**src/rtl/ddr_cmd_scheduler.sv**
```systemverilog
// ---------------------------------------------------------------------------
// ddr_cmd_scheduler
//
// Open-page DDR4 command scheduler. Accepts one read/write request at a time
// over a valid/ready handshake, tracks the open row of each bank and emits at
// most one DDR command per clock (NOP/ACT/RD/WR/PRE). tRCD, tRP, tRAS and
// tCCD spacing is enforced here, so the downstream pin driver only has to
// translate levels.
//
// Ports
//   clock_t    in   controller clock, all logic on posedge
//   reset      in   synchronous active-high reset
//   req_valid  in   request present
//   req_ready  out  request accepted when req_valid && req_ready
//   req_rw     in   0 = read, 1 = write
//   req_bg     in   target bank group
//   req_ba     in   target bank
//   req_row    in   target row
//   req_col    in   target column
//   cmd_out    out  0 NOP, 1 ACT, 2 RD, 3 WR, 4 PRE (registered)
//   cmd_bg     out  bank group of the command (registered)
//   cmd_ba     out  bank of the command (registered)
//   cmd_row    out  row on ACT, otherwise 0 (registered)
//   cmd_col    out  column on RD/WR, otherwise 0 (registered)
//   busy       out  a request is latched and its RD/WR is not yet issued
// ---------------------------------------------------------------------------
module ddr_cmd_scheduler #(
    parameter int unsigned BG_WIDTH  = 2,
    parameter int unsigned BA_WIDTH  = 2,
    parameter int unsigned ROW_WIDTH = 14,
    parameter int unsigned COL_WIDTH = 10,
    parameter int unsigned T_RCD     = 11,
    parameter int unsigned T_RP      = 11,
    parameter int unsigned T_RAS     = 28,
    parameter int unsigned T_CCD     = 4
) (
    input  logic                 clock_t,
    input  logic                 reset,
    input  logic                 req_valid,
    output logic                 req_ready,
    input  logic                 req_rw,
    input  logic [BG_WIDTH-1:0]  req_bg,
    input  logic [BA_WIDTH-1:0]  req_ba,
    input  logic [ROW_WIDTH-1:0] req_row,
    input  logic [COL_WIDTH-1:0] req_col,
    output logic [2:0]           cmd_out,
    output logic [BG_WIDTH-1:0]  cmd_bg,
    output logic [BA_WIDTH-1:0]  cmd_ba,
    output logic [ROW_WIDTH-1:0] cmd_row,
    output logic [COL_WIDTH-1:0] cmd_col,
    output logic                 busy
);

    // -----------------------------------------------------------------------
    // Sizing
    // -----------------------------------------------------------------------
    localparam int unsigned BANK_W    = BG_WIDTH + BA_WIDTH;
    localparam int unsigned NUM_BANKS = 1 << BANK_W;
    localparam int unsigned T_MAX_A   = (T_RCD > T_RP)  ? T_RCD : T_RP;
    localparam int unsigned T_MAX_B   = (T_RAS > T_CCD) ? T_RAS : T_CCD;
    localparam int unsigned T_MAX     = (T_MAX_A > T_MAX_B) ? T_MAX_A : T_MAX_B;
    localparam int unsigned CNT_W     = $clog2(T_MAX + 1);

    // A counter is loaded with T in the issue cycle; that cycle already counts
    // as the first elapsed one, so the register holds T-1 afterwards and the
    // dependent command sees zero exactly T cycles after the issue.
    localparam logic [CNT_W-1:0] LD_RCD = CNT_W'(T_RCD - 1);
    localparam logic [CNT_W-1:0] LD_RP  = CNT_W'(T_RP - 1);
    localparam logic [CNT_W-1:0] LD_RAS = CNT_W'(T_RAS - 1);
    localparam logic [CNT_W-1:0] LD_CCD = CNT_W'(T_CCD - 1);
    localparam logic [CNT_W-1:0] CNT_ONE = CNT_W'(1);

    localparam logic [2:0] CMD_NOP = 3'd0;
    localparam logic [2:0] CMD_ACT = 3'd1;
    localparam logic [2:0] CMD_RD  = 3'd2;
    localparam logic [2:0] CMD_WR  = 3'd3;
    localparam logic [2:0] CMD_PRE = 3'd4;

    typedef enum logic [2:0] {
        S_IDLE,
        S_CHECK,
        S_PRE_WAIT,
        S_ACT_ISSUE,
        S_RCD_WAIT,
        S_RW_ISSUE
    } state_t;

    // -----------------------------------------------------------------------
    // State
    // -----------------------------------------------------------------------
    state_t                 state_q;
    logic                   lat_rw_q;
    logic [BG_WIDTH-1:0]    lat_bg_q;
    logic [BA_WIDTH-1:0]    lat_ba_q;
    logic [ROW_WIDTH-1:0]   lat_row_q;
    logic [COL_WIDTH-1:0]   lat_col_q;

    logic [NUM_BANKS-1:0]   open_q;
    logic [NUM_BANKS-1:0]   open_d;
    logic [ROW_WIDTH-1:0]   open_row_q [NUM_BANKS];
    logic [ROW_WIDTH-1:0]   open_row_d [NUM_BANKS];
    logic [CNT_W-1:0]       act_cnt_q  [NUM_BANKS];
    logic [CNT_W-1:0]       act_cnt_d  [NUM_BANKS];
    logic [CNT_W-1:0]       ras_cnt_q  [NUM_BANKS];
    logic [CNT_W-1:0]       ras_cnt_d  [NUM_BANKS];
    logic [CNT_W-1:0]       rp_cnt_q   [NUM_BANKS];
    logic [CNT_W-1:0]       rp_cnt_d   [NUM_BANKS];
    logic [CNT_W-1:0]       ccd_cnt_q;
    logic [CNT_W-1:0]       ccd_cnt_d;

    logic [2:0]             cmd_q;
    logic [BG_WIDTH-1:0]    cmd_bg_q;
    logic [BA_WIDTH-1:0]    cmd_ba_q;
    logic [ROW_WIDTH-1:0]   cmd_row_q;
    logic [COL_WIDTH-1:0]   cmd_col_q;
    logic                   busy_q;

    // -----------------------------------------------------------------------
    // Latched-bank view and issue decisions
    // -----------------------------------------------------------------------
    logic [BANK_W-1:0]      lat_bank_c;
    logic [CNT_W-1:0]       sel_act_c;
    logic [CNT_W-1:0]       sel_ras_c;
    logic [CNT_W-1:0]       sel_rp_c;
    logic                   sel_open_c;
    logic                   sel_hit_c;
    logic                   issue_pre_c;
    logic                   issue_act_c;
    logic                   issue_rw_c;

    assign lat_bank_c  = {lat_bg_q, lat_ba_q};
    assign sel_act_c   = act_cnt_q[lat_bank_c];
    assign sel_ras_c   = ras_cnt_q[lat_bank_c];
    assign sel_rp_c    = rp_cnt_q[lat_bank_c];
    assign sel_open_c  = open_q[lat_bank_c];
    assign sel_hit_c   = sel_open_c && (open_row_q[lat_bank_c] == lat_row_q);

    assign issue_pre_c = (state_q == S_PRE_WAIT)  && (sel_ras_c == '0);
    assign issue_act_c = (state_q == S_ACT_ISSUE) && (sel_rp_c == '0);
    assign issue_rw_c  = (state_q == S_RW_ISSUE)  && (ccd_cnt_q == '0) && (sel_act_c == '0);

    // -----------------------------------------------------------------------
    // Bank table and timing counters: free-running saturating decrement,
    // reloaded on the command they guard
    // -----------------------------------------------------------------------
    always_comb begin
        open_d    = open_q;
        ccd_cnt_d = (ccd_cnt_q != '0) ? (ccd_cnt_q - CNT_ONE) : '0;
        for (int unsigned b = 0; b < NUM_BANKS; b++) begin
            open_row_d[b] = open_row_q[b];
            act_cnt_d[b]  = (act_cnt_q[b] != '0) ? (act_cnt_q[b] - CNT_ONE) : '0;
            ras_cnt_d[b]  = (ras_cnt_q[b] != '0) ? (ras_cnt_q[b] - CNT_ONE) : '0;
            rp_cnt_d[b]   = (rp_cnt_q[b]  != '0) ? (rp_cnt_q[b]  - CNT_ONE) : '0;
        end

        if (issue_pre_c) begin
            open_d[lat_bank_c]   = 1'b0;
            rp_cnt_d[lat_bank_c] = LD_RP;
        end
        if (issue_act_c) begin
            open_d[lat_bank_c]     = 1'b1;
            open_row_d[lat_bank_c] = lat_row_q;
            act_cnt_d[lat_bank_c]  = LD_RCD;
            ras_cnt_d[lat_bank_c]  = LD_RAS;
        end
        if (issue_rw_c) begin
            ccd_cnt_d = LD_CCD;
        end
    end

    always_ff @(posedge clock_t) begin : bank_regs
        if (reset) begin
            open_q    <= '0;
            ccd_cnt_q <= '0;
            for (int unsigned b = 0; b < NUM_BANKS; b++) begin
                open_row_q[b] <= '0;
                act_cnt_q[b]  <= '0;
                ras_cnt_q[b]  <= '0;
                rp_cnt_q[b]   <= '0;
            end
        end else begin
            open_q    <= open_d;
            ccd_cnt_q <= ccd_cnt_d;
            for (int unsigned b = 0; b < NUM_BANKS; b++) begin
                open_row_q[b] <= open_row_d[b];
                act_cnt_q[b]  <= act_cnt_d[b];
                ras_cnt_q[b]  <= ras_cnt_d[b];
                rp_cnt_q[b]   <= rp_cnt_d[b];
            end
        end
    end

    // -----------------------------------------------------------------------
    // Request FSM with registered command outputs
    // -----------------------------------------------------------------------
    always_ff @(posedge clock_t) begin : fsm
        if (reset) begin
            state_q   <= S_IDLE;
            lat_rw_q  <= 1'b0;
            lat_bg_q  <= '0;
            lat_ba_q  <= '0;
            lat_row_q <= '0;
            lat_col_q <= '0;
            cmd_q     <= CMD_NOP;
            cmd_bg_q  <= '0;
            cmd_ba_q  <= '0;
            cmd_row_q <= '0;
            cmd_col_q <= '0;
            busy_q    <= 1'b0;
        end else begin
            // Any cycle without an issued command drives a clean NOP
            cmd_q     <= CMD_NOP;
            cmd_bg_q  <= '0;
            cmd_ba_q  <= '0;
            cmd_row_q <= '0;
            cmd_col_q <= '0;

            unique case (state_q)
                S_IDLE: begin
                    if (req_valid) begin
                        lat_rw_q  <= req_rw;
                        lat_bg_q  <= req_bg;
                        lat_ba_q  <= req_ba;
                        lat_row_q <= req_row;
                        lat_col_q <= req_col;
                        busy_q    <= 1'b1;
                        state_q   <= S_CHECK;
                    end
                end

                S_CHECK: begin
                    if (sel_hit_c) begin
                        state_q <= S_RW_ISSUE;
                    end else if (sel_open_c) begin
                        state_q <= S_PRE_WAIT;
                    end else begin
                        state_q <= S_ACT_ISSUE;
                    end
                end

                S_PRE_WAIT: begin
                    if (issue_pre_c) begin
                        cmd_q    <= CMD_PRE;
                        cmd_bg_q <= lat_bg_q;
                        cmd_ba_q <= lat_ba_q;
                        state_q  <= S_ACT_ISSUE;
                    end
                end

                S_ACT_ISSUE: begin
                    if (issue_act_c) begin
                        cmd_q     <= CMD_ACT;
                        cmd_bg_q  <= lat_bg_q;
                        cmd_ba_q  <= lat_ba_q;
                        cmd_row_q <= lat_row_q;
                        state_q   <= S_RCD_WAIT;
                    end
                end

                S_RCD_WAIT: begin
                    // Leave one cycle early so RW_ISSUE sees act_cnt == 0 on
                    // entry and RD/WR lands exactly tRCD after the ACT.
                    if (sel_act_c <= CNT_ONE) begin
                        state_q <= S_RW_ISSUE;
                    end
                end

                S_RW_ISSUE: begin
                    if (issue_rw_c) begin
                        cmd_q     <= lat_rw_q ? CMD_WR : CMD_RD;
                        cmd_bg_q  <= lat_bg_q;
                        cmd_ba_q  <= lat_ba_q;
                        cmd_col_q <= lat_col_q;
                        busy_q    <= 1'b0;
                        state_q   <= S_IDLE;
                    end
                end

                default: begin
                    state_q <= S_IDLE;
                end
            endcase
        end
    end

    // -----------------------------------------------------------------------
    // Outputs
    // -----------------------------------------------------------------------
    // Ready is gated by reset so it is low during the reset cycle itself and
    // high in the first cycle after reset releases.
    assign req_ready = (state_q == S_IDLE) && !reset;
    assign cmd_out   = cmd_q;
    assign cmd_bg    = cmd_bg_q;
    assign cmd_ba    = cmd_ba_q;
    assign cmd_row   = cmd_row_q;
    assign cmd_col   = cmd_col_q;
    assign busy      = busy_q;

endmodule

```
**config.mk**
```make
export PLATFORM = sky130hd
export DESIGN_NAME = ddr_cmd_scheduler
export DESIGN_NICKNAME = d
export VERILOG_FILES = /design/src/rtl/ddr_cmd_scheduler.sv
export SDC_FILE = /design/constraint.sdc
export NUM_CORES = 1
export LEC_CHECK = 0
export CAP_MARGIN = 25
export CORE_UTILIZATION = 40
export CTS_CLUSTER_SIZE = 14
export DETAILED_ROUTE_END_ITERATION = 10
export SLEW_MARGIN = 20
export SYNTH_ARGS = -nofsm -noshare
export SYNTH_HDL_FRONTEND = slang
export SYNTH_SLANG_ARGS = --single-unit
```
**constraint.sdc**
```tcl
create_clock -name clock_t -period 3 [get_ports clock_t]
set_clock_uncertainty 0.15 [all_clocks]
set_input_delay 0.6 -clock clock_t [delete_from_list [all_inputs] [get_ports clock_t]]
set_output_delay 0.6 -clock clock_t [all_outputs]
set_load 0.01 [all_outputs]
```
Word-level counts from Yosys, hierarchy flattened
Memory sizes are Yosys's and may differ from the RTL's. A register that Yosys moved wholly into a read port is not among the register bits.
Index checks and enable logic that the tools add are counted.
- word-level logic and storage cells: 399
- input port bits: 32
- memory bits (writable): 464
- memories: 4
- flip-flop bits (word level): 85
- output and inout bits: 33
- memories (name ; words ; width ; read ports ; clocked after Yosys merged registers in ; write ports ; line ; source):
    open_row_q ; 16 ; 14 ; 17 ; 1 ; 16 ; 100 ; logic [ROW_WIDTH-1:0] open_row_q [NUM_BANKS];
    act_cnt_q ; 16 ; 5 ; 17 ; 1 ; 16 ; 102 ; logic [CNT_W-1:0] act_cnt_q [NUM_BANKS];
    ras_cnt_q ; 16 ; 5 ; 17 ; 1 ; 16 ; 104 ; logic [CNT_W-1:0] ras_cnt_q [NUM_BANKS];
    rp_cnt_q ; 16 ; 5 ; 17 ; 1 ; 16 ; 106 ; logic [CNT_W-1:0] rp_cnt_q [NUM_BANKS];
- order comparisons: 5
- reductions and logical operators: 70
- add/subtract/negate cells: 49
- bitwise gates (word level): 81
- mux-type cells: 164
- eq/ne operators: 11
- operators with widths (operator ; number):
    two-way mux 5 bit ; 97
    nonzero test 5 bit ; 49
    subtractor 5 x 1 -> 5 bit, second input constant ; 49
    two-way mux 80 bit ; 3
    two-way mux 14 bit ; 17
    bitwise mux 224 bit ; 1
    two-way mux 224 bit ; 1
    AND 48 bit ; 2
    OR 1 bit ; 64
    OR 32 bit ; 2
    OR 64 bit ; 1
    demux 14 bit (select 4 bit) ; 1
    inverter 48 bit ; 1
    AND 16 bit ; 2
    two-way mux 16 bit ; 2
    two-way mux 4 bit ; 8
    inverter 16 bit ; 2
    two-way mux 3 bit ; 7
    demux 5 bit (select 4 bit) ; 1
    logical NOT 5 bit ; 4
    two-way mux 2 bit ; 9
    one-hot mux 3 bit (6 select lines) ; 1
    OR 16 bit ; 1
    == test 14 bit ; 1
    other kinds (25) ; 54

Depth between registers and ports, before layout
Gate-level depths: netlist (run 1).
- depth after elaboration: 9
- gate-level depth with buffers: 13
- gate-level depth less buffers: 10

Least setup slack after synthesis (run 1)
No wires, ideal clock.
- path type: register -> register
- start point: reg (tool-made name)
- end point: mem rp_cnt_q[0][4] (netlist bit)
- arrival time: 2.325 ns
- cell stages (with the launch flop): 10
- path buffers: 2
- period minus slack after synthesis: 2.593 ns
- setup slack: 0.407 ns
- data required time: 2.732 ns
- setup time: 0.118 ns
- path through: dfxtp_1 > buf_4 > inv_2 > or4b_1 > a311oi_1 > o21ai_1 > a21o_1 > or3_4 > buf_6 > o2111a_1
- RTL lines (what ; line):
    end, declared ; 106

==> results of run 1 <==
-- logic make-up after synthesis --
logic type	after synthesis
simple gates	827
flops	553
compound gates	355
mux	322
buf+inv	277
xor+xnor	97
fa+ha+maj	49
-- registers in the layout, indices dropped and copies added, names as in the netlist, named ones only --
| signal | count |
|---|---|
| open_row_q | 224 |
| act_cnt_q | 80 |
| ras_cnt_q | 80 |
| rp_cnt_q | 80 |
| cmd_row | 14 |
| lat_row_q | 14 |
| cmd_col | 10 |
| lat_col_q | 10 |
| ccd_cnt_q | 5 |
| cmd_out | 3 |
| state_q | 3 |
| cmd_ba | 2 |
| cmd_bg | 2 |
| lat_ba_q | 2 |
| lat_bg_q | 2 |
| busy | 1 |
| lat_rw_q | 1 |
-- power by group --
part,internal (mW),switching [mW],leakage [nW],total [mW]
logic,3.74,4.43,6.68,8.16
clock network,3.93,3.01,0.894,6.94
registers,8.65,1.20,4.50,9.86
-- worst min-delay path by stage --
stage	from	endpoint	slack, ns
2_1_floorplan	rp_cnt_q[0][0]	rp_cnt_q[0][0]	0.26
3_3_place_gp	rp_cnt_q[9][0]	rp_cnt_q[9][0]	0.27
3_5_place_dp	rp_cnt_q[9][0]	rp_cnt_q[9][0]	0.28
4_1_cts	reset	register	0.06
5_1_grt	reset	register	0.07
6_report	reset	register	0.1
-- cell usage in the layout (no fill, tap or decap), drive strengths merged, types with 6 or more instances in the layout --
master / Yosys / final
nor2: 408 / 408
xor2: 15 / 15
a21o: 8 / 8
mux2i: 256 / 256
nand2b: 7 / 7
and2: 31 / 31
nor2b: 16 / 16
buf: 67 / 141
mux4: 55 / 55
mux2: 11 / 11
o31a: 22 / 22
nor4b: 6 / 6
and4: 20 / 20
nor4: 26 / 26
clkdlybuf4s50: 0 / 63
o22ai: 111 / 111
clkinv: 0 / 13
a221oi: 15 / 15
nand2: 171 / 171
dfxtp: 553 / 553
a211oi: 14 / 14
o2111a: 7 / 7
xnor2: 82 / 82
nor3: 107 / 107
or2: 13 / 13
nand3: 8 / 8
clkbuf: 101 / 92
a21oi: 85 / 85
inv: 109 / 111
ha: 49 / 49
o21ai: 63 / 63
-- cell usage after synthesis (all sizes together), types with 3 or more instances --
cell / count
a211o: 3
a211oi: 14
a21o: 8
a21oi: 85
a221oi: 15
a22o: 3
a22oi: 4
a311oi: 4
a31oi: 3
and2: 31
and4: 20
buf: 67
clkbuf: 101
dfxtp: 553
ha: 49
inv: 109
mux2: 11
mux2i: 256
mux4: 55
nand2: 171
nand2b: 7
nand3: 8
nand4: 4
nor2: 408
nor2b: 16
nor3: 107
nor4: 26
nor4b: 6
o2111a: 7
o21ai: 63
o22ai: 111
o31a: 22
or2: 13
or3: 4
xnor2: 82
xor2: 15
-- critical path, cell delays in order, from the launching register on --
cell	delay, ns
dfxtp_2	0.49
clkinvlp_4	0.23
nand2_1	0.23
a311oi_2	0.10
buf_4	0.18
o41ai_4	0.47
buf_4	0.23
nor3_4	0.06
nand2_2	0.20
clkbuf_16	0.23
mux2i_1	0.19
nor2_1	0.06
-- final cells by class --
| class | count | area, um^2 | share of cell area |
|---|---|---|---|
| inverter | 109 | 415 | 0.0148 |
| clock inverter | 21 | 208 | 0.00738 |
| clock buffer | 84 | 1620 | 0.0576 |
| timing repair buffer | 212 | 2310 | 0.0820 |
| tap | 765 | 957 | 0.0340 |
| sequential | 553 | 11100 | 0.394 |
| multi-input combinational | 1650 | 11500 | 0.410 |
| antenna | 1 | 2.50 | 0.0000890 |
-- stage by stage --
step	area, um^2	cells	setup WS, ns	total power [mW]
floorplan	23700	2480	0.407	15.6
global placement	25800	3274	-0.0591	17.5
detailed placement	25800	3274	-0.0950	17.9
CTS	27700	3381	0.00590	24.9
global route	28100	3394	-0.0421	26.6
finish	28100	3395	0.0301	25.0
-- layer usage --
metal | vias up | routed length, um
li1 | 8845 | -
met1 | 9005 | 29200
met2 | 516 | 30000
met3 | 100 | 3540
met4 | 0 | 1560
met5 | - | 0
-- what timing repair did --
action | in CTS | in global routing
pin swaps | 1 | 5
setup endpoints to repair | 45 | 305
setup buffers | 2 | 5
gates resized for setup | 4 | 43
gates cloned | 0 | 8
==> metrics.csv, run 1 <==
metric;value;unit
synth_compound_area_frac;0.0967;
arrival;3.30;ns
synth_xor_area_frac;0.0359;
grt_max_degree;170;
met2_usage;0.340;
powerDensity;887;nW/um^2
die-area;60100;um^2
cp_data_required_time;3.33;ns
htree_levels;2;
maxCapViolations;0;
cts-root-buf;clkbuf_16;
status;finished, final reports clean;
final_core_util;0.485;
wl_per_cell;18.9;um
ys_top_cells_by_area;dfxtp_1 47%, mux2i_1 11%, nor2_1 6.4%, mux4_2 5.2%, xnor2_1 3.0%;
synth_top_area_share;0.468;
syn_area_per_cell;9.54;um^2
die_x;245;um
first_pass_iters;5;
min_path_cells;2;
syn-num-nets;2561;
cp_max_fo;7;
synth_edf_count;0;
reg2regPathDepth;11;
r2r_slack;0.03;ns
ctsHoldBuffers;0;
path_class;reg -> reg;
hp-class;in -> reg;
core;58000;um^2
post-route-min-period;2.97;ns
viasPerCell;5.44;
whs;0.0953;ns
ys_types;63;
synth_fa_ha_area_frac;0.0259;
ir_drop;584;uV
track_usage;0.207;
synth_seq_area_share;0.468;
hold_violations;0;
end_kind;register;
cts_buffer_depth;3;
drc;0;
ant_nets;0;
synth_top_family_by_area;multiplexers;
timing.fmax;0.337;GHz
grt_pass1_wl;98.7;mm
yosysWarnings;0;
cts_tree;built;
cts.reportedPaths.clkPinSlew;0.06;ns
start_kind;register;
setup_viol_count_final;0;
portBuffers;64;
numClockSinks;553;
grtUsageMet3;0.0328;
crit_end;open_row_q[0][7];
fillerInstances;5275;
row_count;88;
synth_mux_area_frac;0.166;
grt_overflow;0;
synth_seq_cells;553;
relSlewSlack;0.352;
finalSetupTns;0;ns
tightest_slew;0.971;ns
cts_buffers;58;
gp_congestion;0.873;
num_vias;18500;
synthFlopType;dfxtp_1;
syn_area;23700;um^2
timing.final.crit_share;0.990;
yosys.area_share.simple;0.157;
rsz0062_at_grt;true;
synth-async-reset-ratio;0;
wl;64.3;mm
final_layout_size_suffix_gt1_frac;0.136;
slew_violations;0;
die_y;245;um
drt-initial-drc-count;1443;
layout.nets;2665;
start_util;0.408;
leakage;12.1;nW
grt_pass1_vias;17900;
antenna_found_initial;1;
synth_largest_area_cell;dfxtp_1;
clk_latency;0.64;ns
syn2layout_area_growth;18.9;%
syn_inst;2480;
hpwl;41.6;mm
use_met1;0.278;
boundaryPins;65;
r2r_end;open_row_q[0][7];
grt_busiest_layer;met2;
(Power assumes the default switching activity.)
==> run 2: changes to the inputs <==
--- a/config.mk
+++ b/config.mk
@@ -5,10 +5,12 @@
 export SDC_FILE = /design/constraint.sdc
 export NUM_CORES = 1
 export LEC_CHECK = 0
+export ABC_CLOCK_PERIOD_IN_PS = 3000
 export CAP_MARGIN = 25
 export CORE_UTILIZATION = 40
 export CTS_CLUSTER_SIZE = 14
 export DETAILED_ROUTE_END_ITERATION = 10
+export REMOVE_ABC_BUFFERS = 1
 export SLEW_MARGIN = 20
 export SYNTH_ARGS = -nofsm -noshare
 export SYNTH_HDL_FRONTEND = slang
==> metrics.csv, run 2 (same netlist as run 1, synthesis figures left out) <==
metric;value;unit;change
status;complete, but fails checks;;
violations;setup timing;;
setup_viol_count_final;1;;+1
final_common_cell;dfxtp_1;;
relSlewSlack;0.244;;-0.109
drt-initial-drc-count;1219;;-16%
htree_levels;2;;unchanged
end_kind;register;;
grt_pass1_wl;102;mm;+3.2%
grt_pass1_vias;18500;;+3.3%
final_layout_size_suffix_gt1_frac;0.147;;+0.0116
gp_congestion;0.849;;-2.8%
hp-class;in -> reg;;
cp_max_fo;10;;+3
row_count;88;;unchanged
design_area;28500;um^2;+1.5%
tightest_slew;1.13;ns;+0.164 ns
grt_overflow;0;;unchanged
leakage;12.3;nW;+1.6%
cts_tree;built;;
die_y;245;um;unchanged
maxCapViolations;0;;unchanged
wl;65.5;mm;+1.8%
timing.final.crit_share;1.00;;+0.0122
hpwl;43.0;mm;+3.3%
numClockSinks;553;;unchanged
viasPerCell;5.42;;-0.27%
place_inst;3289;;+0.46%
fin_cells;3418;;+0.68%
num_vias;18500;;+0.40%
hold_violations;0;;unchanged
cts-root-buf;clkbuf_16;;
track_usage;0.215;;+0.00779
post-route-min-period;3.01;ns;+0.0365 ns
die-area;60100;um^2;unchanged
r2r_slack;-0.006;ns;-0.04 ns
layout.nets;2688;;+0.86%
powerDensity;896;nW/um^2;+0.96%
cts_buffer_depth;3;;unchanged
path_class;reg -> reg;;
timing.fmax;0.333;GHz;-1.2%
antenna_found_initial;0;;-1
ir_drop;659;uV;+13%
cp_data_required_time;3.41;ns;+0.08 ns
slew_violations;0;;unchanged
start_util;0.408;;unchanged
core;58000;um^2;unchanged
place_area;26000;um^2;+0.78%
largest_reg_flops;224;;unchanged
die_x;245;um;unchanged
syn2layout_area_growth;20.7;%;
largest-register;open_row_q;;
arrival;3.41;ns;+0.11 ns
layout_setup_ws;-0.00637;ns;-0.0365 ns
ant_nets;0;;unchanged
start_kind;register;;
wl_per_cell;19.2;um;+1.2%
cts_buffers;55;;-5.2%
clk_latency;0.62;ns;-0.02 ns
portBuffers;64;;unchanged
final_cell_mix;549 x dfxtp_1, 400 x nor2_1, 255 x mux2i_1;;
first_pass_iters;7;;+2
rsz0062_at_grt;true;;
cts.reportedPaths.clkPinSlew;0.07;ns;about the same
drc;0;;unchanged
boundaryPins;65;;unchanged
grt_max_degree;239;;+41%
run 2: cell count changes in the layout (fill, tap and decap cells not counted), sizes merged:
cell | previous run | this run
clkbuf | 92 | 93
buf | 141 | 169
clkinvlp | 4 | 0
o41ai | 1 | 2
bufbuf | 0 | 1
clkinv | 13 | 7
inv | 111 | 110
bufinv | 2 | 5
run 2: layer usage:
metal	wire, um	track usage	share of wire
met5	0	0	0
met1	28900	0.276	0.44
met3	3000	0.0306	0.046
met2	32000	0.367	0.49
met4	1580	0.0700	0.024
run 2: final timing paths:
check | startpoint | end | depth (start not counted)
setup reg to reg | register | state_q[2] | 8
hold / removal | reset | register | 2
setup / recovery | register | state_q[2] | 8
hold reg to reg | rp_cnt_q[0][0] | rp_cnt_q[0][0] | 1
run 2: cell type report:
type / count / area [um^2]
Clock buffer: 89 / 1700
Sequential cell: 553 / 11100
Inverter: 109 / 409
Timing Repair Buffer: 237 / 2540
Antenna cell: 1 / 2.50
Multi-Input combinational cell: 1651 / 11600
Tap cell: 765 / 957
Fill cell: 5239 / 29500
Clock inverter: 13 / 205
run 2: per-stage QoR:
stage / setup WS [ns] / power (mW) / utilization / hold slack, ns / TNS (ns)
5_1_grt: -0.123 / 27.1 / 0.492 / 0.225 / -1.95
4_1_cts: -0.0366 / 25.3 / 0.483 / 0.180 / -0.156
2_1_floorplan: -1.80 / 15.4 / - / 0.263 / -815.94
3_3_place_gp: -0.132 / 17.6 / 0.449 / 0.275 / -1.58
6_report: -0.00637 / 25.6 / 0.492 / 0.231 / -0.00637
3_5_place_dp: -0.165 / 18.0 / 0.449 / 0.282 / -1.53
run 2: repair_timing:
item                                    4_1_cts  5_1_grt
gates resized for setup                       8       53
endpoints found under the setup margin       64      398
pin swaps                                     0       11
gates cloned                                  1        5
hold buffers                                  0        0
buffers inserted                              0       20
run 2: worst max-delay path: stages (launching register included):
cell	delay [ns]
dfxtp_4	0.45
buf_12	0.19
mux4_2	0.53
mux4_2	0.50
xor2_1	0.15
nor2_1	0.17
nand4_1	0.19
nor4b_4	0.42
a2111o_1	0.19
run 2: report_power, final:
| part | switching [mW] | internal [mW] |
|---|---|---|
| Clock | 2.91 | 4.28 |
| Sequential | 1.27 | 8.65 |
| Combinational | 4.56 | 3.89 |
==> run 3: changes to the inputs <==
--- a/config.mk
+++ b/config.mk
@@ -7,9 +7,12 @@
 export LEC_CHECK = 0
 export ABC_CLOCK_PERIOD_IN_PS = 3000
 export CAP_MARGIN = 25
+export CELL_PAD_IN_SITES_DETAIL_PLACEMENT = 0
+export CELL_PAD_IN_SITES_GLOBAL_PLACEMENT = 1
 export CORE_UTILIZATION = 40
 export CTS_CLUSTER_SIZE = 14
 export DETAILED_ROUTE_END_ITERATION = 10
+export PLACE_DENSITY_LB_ADDON = 0.1
 export REMOVE_ABC_BUFFERS = 1
 export SLEW_MARGIN = 20
 export SYNTH_ARGS = -nofsm -noshare
==> metrics.csv, run 3 (same netlist as run 1, synthesis figures left out) <==
metric;value;unit;change
cp_slowest_cell;mux4_2;;
setup_viol_count_final;0;;-1
power.switching;8.88;mW;+1.5%
crit_chain;buf_12 > buf_4 > mux4_2 > mux2_2 > a21oi_2 > a21oi_1 > a31oi_4 > nand3_2 > or3_1 > o211ai_1;;
design_area;28700;um^2;+0.52%
end_kind;register;;
relSlewSlack;0.335;;+0.0916
gp_congestion;0.891;;+5.0%
timing.fmax;0.339;GHz;+1.8%
cp_max_fo;10;;unchanged
cp_top_family;multiplexers;;
sw_frac_of_total;0.341;;-0.000588
row_count;88;;unchanged
slew_violations;0;;unchanged
powerDensity;907;nW/um^2;+1.2%
maxCapViolations;0;;unchanged
cts_buffers;60;;+9.1%
pre_cts_ws;-0.145;ns;+0.0198 ns
fin_cells;3426;;+0.23%
final_layout_size_suffix_gt1_frac;0.152;;+0.00476
path_class;reg -> reg;;
boundaryPins;65;;unchanged
cts_buffer_depth;3;;unchanged
diodes;0;;-1
cts.reportedPaths.clkPinSlew;0.06;ns;about the same
layout.nets;2695;;+0.26%
fillerInstances;5380;;+2.7%
wl;69.4;mm;+6.1%
die_y;245;um;unchanged
finalSetupTns;0;ns;+0.00637 ns
grt_overflow;0;;unchanged
final_core_util;0.494;;+0.00254
cts_tree;built;;
hp-class;in -> reg;;
timing.final.crit_share;0.984;;-0.0181
tightest_slew;0.994;ns;-0.141 ns
clk_latency;0.64;ns;+0.02 ns
first_pass_iters;7;;unchanged
portBuffers;64;;unchanged
status;finished, final reports clean;;
syn2layout_area_growth;21.3;%;
arrival;3.37;ns;-0.04 ns
post-route-min-period;2.95;ns;-0.0543 ns
p_int;17.1;mW;+1.8%
crit_path_max_incr_delay;0.50;ns;-0.03 ns
numClockSinks;553;;unchanged
track_usage;0.223;;+0.00824
drt-initial-drc-count;994;;-18%
viasPerCell;5.33;;-1.8%
drc;0;;unchanged
final_cell_mix;549 x dfxtp_1, 397 x nor2_1, 256 x mux2i_1;;
combPwrFrac;0.327;;-0.004
num_vias;18200;;-1.6%
rsz0062_at_grt;true;;
grt_pass1_vias;17900;;-3.2%
cp_num_buf_inv;2;;+1
die-area;60100;um^2;unchanged
cp_data_required_time;3.41;ns;about the same
die_x;245;um;unchanged
ir_drop;676;uV;+2.5%
grt_max_degree;108;;-55%
largest_reg_flops;224;;unchanged
start_kind;register;;
hpwl;44.5;mm;+3.5%
hold_violations;0;;unchanged
antenna_found_initial;0;;unchanged
start_util;0.408;;unchanged
multiInputGateArea;11600;um^2;about the same
ctsHoldBuffers;0;;unchanged
final_common_cell;dfxtp_1;;
largest-register;open_row_q;;
core;58000;um^2;unchanged
grt_pass1_wl;104;mm;+2.2%
htree_levels;2;;unchanged
ant_nets;0;;unchanged
leakage;12.4;nW;+1.1%
seqCellArea;11100;um^2;unchanged
cts-root-buf;clkbuf_16;;
place_area;26000;um^2;about the same
p_seq_frac;0.381;;-0.007
place_inst;3294;;+0.15%
wl_per_cell;20.3;um;+5.8%
power_frac_clock;0.293;;+0.012
layout_setup_ws;0.0480;ns;+0.0543 ns
-- run 3: power groups by stage --
| stage | logic, mW | clock network, mW | registers (mW) |
|---|---|---|---|
| 6_report | 8.49 | 7.62 | 9.90 |
| 5_1_grt | 9.50 | 8.13 | 10.1 |
| 4_1_cts | 8.39 | 7.80 | 9.86 |
| 3_5_place_dp | 8.23 | 0 | 10.0 |
| 3_3_place_gp | 8.09 | 0 | 9.97 |
| 2_1_floorplan | 5.44 | 0 | 9.91 |
-- run 3: area by class of cell --
type	count	share of cell area
Clock inverter	18	0.00942
Multi-Input combinational cell	1650	0.405
Clock buffer	91	0.0610
Tap cell	765	0.0334
Sequential cell	553	0.386
Timing Repair Buffer	240	0.0901
Inverter	109	0.0143
-- run 3: path summary, 6_finish.rpt --
| check | start | endpoint | slack [ns] | cells after the start |
|---|---|---|---|---|
| max | register | state_q[0] | 0.05 | 10 |
| min | reset | state_q[1] | 0.22 | 4 |
| max reg2reg | register | state_q[0] | 0.05 | 10 |
| min reg2reg | rp_cnt_q[9][0] | rp_cnt_q[9][0] | 0.30 | 1 |
-- run 3: per-stage QoR --
| step | power, mW | hold WS (ns) |
|---|---|---|
| floorplan | 15.4 | 0.263 |
| global placement | 18.1 | 0.273 |
| detailed placement | 18.2 | 0.285 |
| CTS | 26.1 | 0.192 |
| global route | 27.7 | 0.219 |
| finish | 26.0 | 0.220 |
-- run 3: routing by layer --
layer / part of all wire / GRT usage
met4: 0.033 / 0.0706
met5: 0 / 0
met3: 0.041 / 0.0285
met1: 0.46 / 0.294
met2: 0.47 / 0.376
-- run 3: worst reg2reg max path, cell delays in order (launching register included) --
cell and delay, ns:
dfxtp_4 0.47, buf_12 0.19, buf_4 0.14, mux4_2 0.50
mux2_2 0.29, a21oi_2 0.21, a21oi_1 0.13, a31oi_4 0.19
nand3_2 0.13, or3_1 0.34, o211ai_1 0.16
-- run 3: repair_timing --
item                       in CTS  in global routing
cloned                          0                 11
buffers inserted                7                  5
pin swaps                       1                  5
gates resized for setup        16                 48
setup endpoints to repair     194                321
